<file path="src/rtl/counter.sv">
// counter: free-running WIDTH-bit up counter with count enable.
// Ports: clk, reset (async, active-low), enable (active-high), count (registered).
module counter #(
    parameter int WIDTH = 4
) (
    input  logic             clk,
    input  logic             reset,
    input  logic             enable,
    output logic [WIDTH-1:0] count
);

    // Carry out of the top bit is dropped, so the count wraps to zero.
    always_ff @(posedge clk or negedge reset) begin
        if (!reset) begin
            count <= '0;
        end else if (enable) begin
            count <= count + WIDTH'(1);
        end
    end

endmodule

</file>
<file path="config.mk">
export PLATFORM = sky130hd
export DESIGN_NAME = counter
export DESIGN_NICKNAME = d
export VERILOG_FILES = /design/src/rtl/counter.sv
export SDC_FILE = /design/constraint.sdc
export NUM_CORES = 1
export LEC_CHECK = 0
export ABC_AREA = 1
export CAP_MARGIN = 10
export CORE_AREA = 5 5 42 44
export CTS_BUF_LIST = sky130_fd_sc_hd__clkbuf_16
export DETAILED_ROUTE_END_ITERATION = 7
export DIE_AREA = 0 0 47 49
export PLACE_DENSITY = 0.3
export SYNTH_ARGS = -nofsm -noshare
export SYNTH_HDL_FRONTEND = slang
export SYNTH_SLANG_ARGS = --single-unit
</file>
<file path="constraint.sdc">
create_clock -name clk -period 1.3 [get_ports clk]
set_clock_uncertainty 0.2 [all_clocks]
set_input_delay 0.26 -clock clk [delete_from_list [all_inputs] [get_ports clk]]
set_output_delay 0.26 -clock clk [all_outputs]
set_load 0.02 [all_outputs]
</file>
==> flow_summary_export.csv <==
group,metric,value,unit
sta,finalSetupViolations,0,
synth,yosysWarnings,0,
drt,antenna_left,0,
cells_and_area,largest_register_ffs,4,
floorplanning,initial_core_util,12.7,%
synth,synth_top_area_cell,"dfrtp_1",
placed_design,numPlacedInstances,46,
synth,synth_edf_count,0,
worst_setup_path,crit_family,"flip-flops",
floorplanning,coreArea,1400,um2
clocking,cts_tree,"yes",
clocking,insertion_delay,0.22,ns
synth,synth_ff_type,"dfrtp_1",
cells_and_area,fillers,157,
sta,hold_viol_final,0,
drt,totalWireLength,438,um
power,p_leak,0.180,nW
global_route,grt-ovfl-total,0,
clocking,clk_pin_slew,0.03,ns
synth,ys_ff_latch,4,
worst_setup_path,critPathLaunchType,"flip-flop",
synth,async_flop_share,100,%
worst_setup_path,critPathKind,"flip-flop to flip-flop",
drt,wl_per_cell,8.94,um
cells_and_area,drive_gt1_share,36.4,%
worst_setup_path,crit_chain,"buf_6 -> ha_1 -> nand2_1 -> xor2_1 -> inv_1",
floorplanning,rows,14,
worst_setup_path,cp.buffers_inverters,2,
sta,worst_hold_slack,0.0534,ns
synth,ys_top_cells_by_area,"dfrtp_1 (56%), nand2_1 (13%), xor2_1 (9.9%)",
floorplanning,die-width,47,um
drt,viasPerCell,3.59,
power,irDropWorstVdd,1470,uV
floorplanning,ios,7,
synth,yosysMostFrequentCell,"nand2_1",
power,powerDensity,3090,nW/um2
synth,yosys-top-cells-count,"nand2_1 (6), dfrtp_1 (4), inv_1 (3)",
global_route,grt_pass1_wl,752,um
worst_setup_path,critPathMaxStageDelay,0.37,ns
global_route,grt_antenna_before_repair,0,
sta,final_max_slew_viol_count,0,
cells_and_area,fin_cells,49,
drt,drcViolationCount,0,
drt,dr.max_layer_used,"met4",
worst_setup_path,crit_arrival,1.14,ns
worst_setup_path,worst_path_max_delay_cell,"dfrtp_1",
worst_setup_path,crit_required,1.21,ns
placed_design,gp_congestion,0.655,
floorplanning,die_h,49,um
run,cap_violations,0,
cells_and_area,regMostFlops,"count",
synth,yosysUniqueCellTypes,8,
synth,postSynthAreaPerCell,9.35,um2
sta,tightest_slew,0.211,ns
global_route,grt_pass1_vias,179,
cells_and_area,area_growth,99.3,%
sta,fin_tns_setup,0,ns
cells_and_area,nets,39,
clocking,root_buffer,"clkbuf_16",
clocking,cts.path.max_buffers,2,
drt,drt_iter0_drc,0,
cells_and_area,antenna_cells,0,
synth,synth_area,178,um2
synth,synthesis.nets,23,
placed_design,port_buffers,6,
clocking,h-tree-depth,1,
hold_path,hold_class,"input pin to async pin",
synth,yosysTopAreaCellShare,56.3,%
clocking,cts_buffers,3,
worst_setup_path,cp_max_fo,3,
sta,period_share,94.6,%
clocking,cts_sinks,4,
global_route,grt_use_total,5.51,%
outcome,status,"complete, no violations",
placed_design,dp_hpwl,339,um
drt,met1Wirelength,160,um
worst_setup_path,crit_path_end_kind,"flip-flop",
global_route,grt_max_degree,5,
sta,max_slew_margin,85.9,%
drt,vias,176,
drt,firstDrtPassIters,1,
sta,min_period,1.23,ns
sta,max_freq,0.813,GHz
drt,met2_length,186,um
synth,syn_inst,19,
synth,ys_seq_area_share,56.3,%
sta,rsz0062_at_grt,"no",
floorplanning,dieArea,2300,um2
drt,dr_wl_met3,79,um
cells_and_area,reg_top3,"count x4",
-- logic make-up (layout without fill, tap and decap cells) --
| family | count (synthesis) | count (layout) | share of synthesized area (%) |
|---|---|---|---|
| buffers and inverters | 3 | 17 | 6.34 |
| DFF | 4 | 4 | 56.3 |
| adders and majority gates | 1 | 1 | 7.04 |
| xor gates and xnor gates | 2 | 2 | 9.86 |
| AOI/OAI and AO/OA | 2 | 2 | 5.63 |
| and+or+nand+nor | 7 | 7 | 14.8 |
-- worst paths after layout --
check | start | end | slack, ns | cells after the start
worst max-delay path | count[0] | count[2] | 0.07 | 5
worst min-delay path | reset | count[2] | 0.05 | 1
worst max register to register | count[0] | count[2] | 0.07 | 5
worst min register to register | count[0] | count[0] | 0.36 | 2
max in group asynchronous | reset | count[1] | 0.66 | 1
min in group clk | count[0] | count[0] | 0.36 | 2
-- routing by layer --
layer  up-vias  GRT usage [%]
met3         2           7.38
met4         0           4.15
li1         88              -
met5         -              0
met1        77           5.54
met2         9           5.43
-- worst reg2reg max path, stage by stage (launching register included) --
cell     delay (ns)
dfrtp_1        0.37
buf_6          0.12
ha_1           0.18
nand2_1        0.07
xor2_1         0.13
inv_1          0.05
-- what timing repair did --
action | in CTS | in global routing
gates cloned | 0 | 0
endpoints found under the setup margin | 4 | 1
gates resized for setup | 16 | 1
hold endpoints to repair | 0 | 0
pin swaps | 0 | 1
hold buffers | 0 | 0
buffers inserted | 0 | 0
-- where the power goes --
group	internal (mW)	total [mW]	switching, mW
registers	0.189	0.223	0.0341
clock network	0.393	0.474	0.0811
logic	0.185	0.396	0.211
-- through the flow --
stage	cell area [um2]	total power [mW]	setup slack, ns	util [%]
after floorplan	178	0.422	0.0564	-
after global placement	295	0.676	-0.100	21.1
after detailed placement	295	0.681	-0.107	21.1
after CTS	350	1.11	0.0358	25.0
after global routing	354	1.18	0.00952	25.3
final	354	1.09	0.0706	25.3
-- area by class of cell --
type	count	area, um2	share of cell area, %
clock buffers	3	75.1	21.2
repair buffers	11	81.3	23.0
well taps	16	20.0	5.65
inverters	3	11.3	3.18
flip-flops and latches	4	100	28.3
multi-input cells	12	66.3	18.7
-- layout by cell type, fill, tap and decap left out, drive strengths merged --
cell type | Yosys | routed
buf | 0 | 9
clkbuf | 0 | 3
clkdlybuf4s50 | 0 | 2
dfrtp | 4 | 4
ha | 1 | 1
inv | 3 | 3
nand2 | 6 | 6
nor2 | 1 | 1
o21ai | 2 | 2
xor2 | 2 | 2
Note: power is estimated with default switching activity, not from simulation.
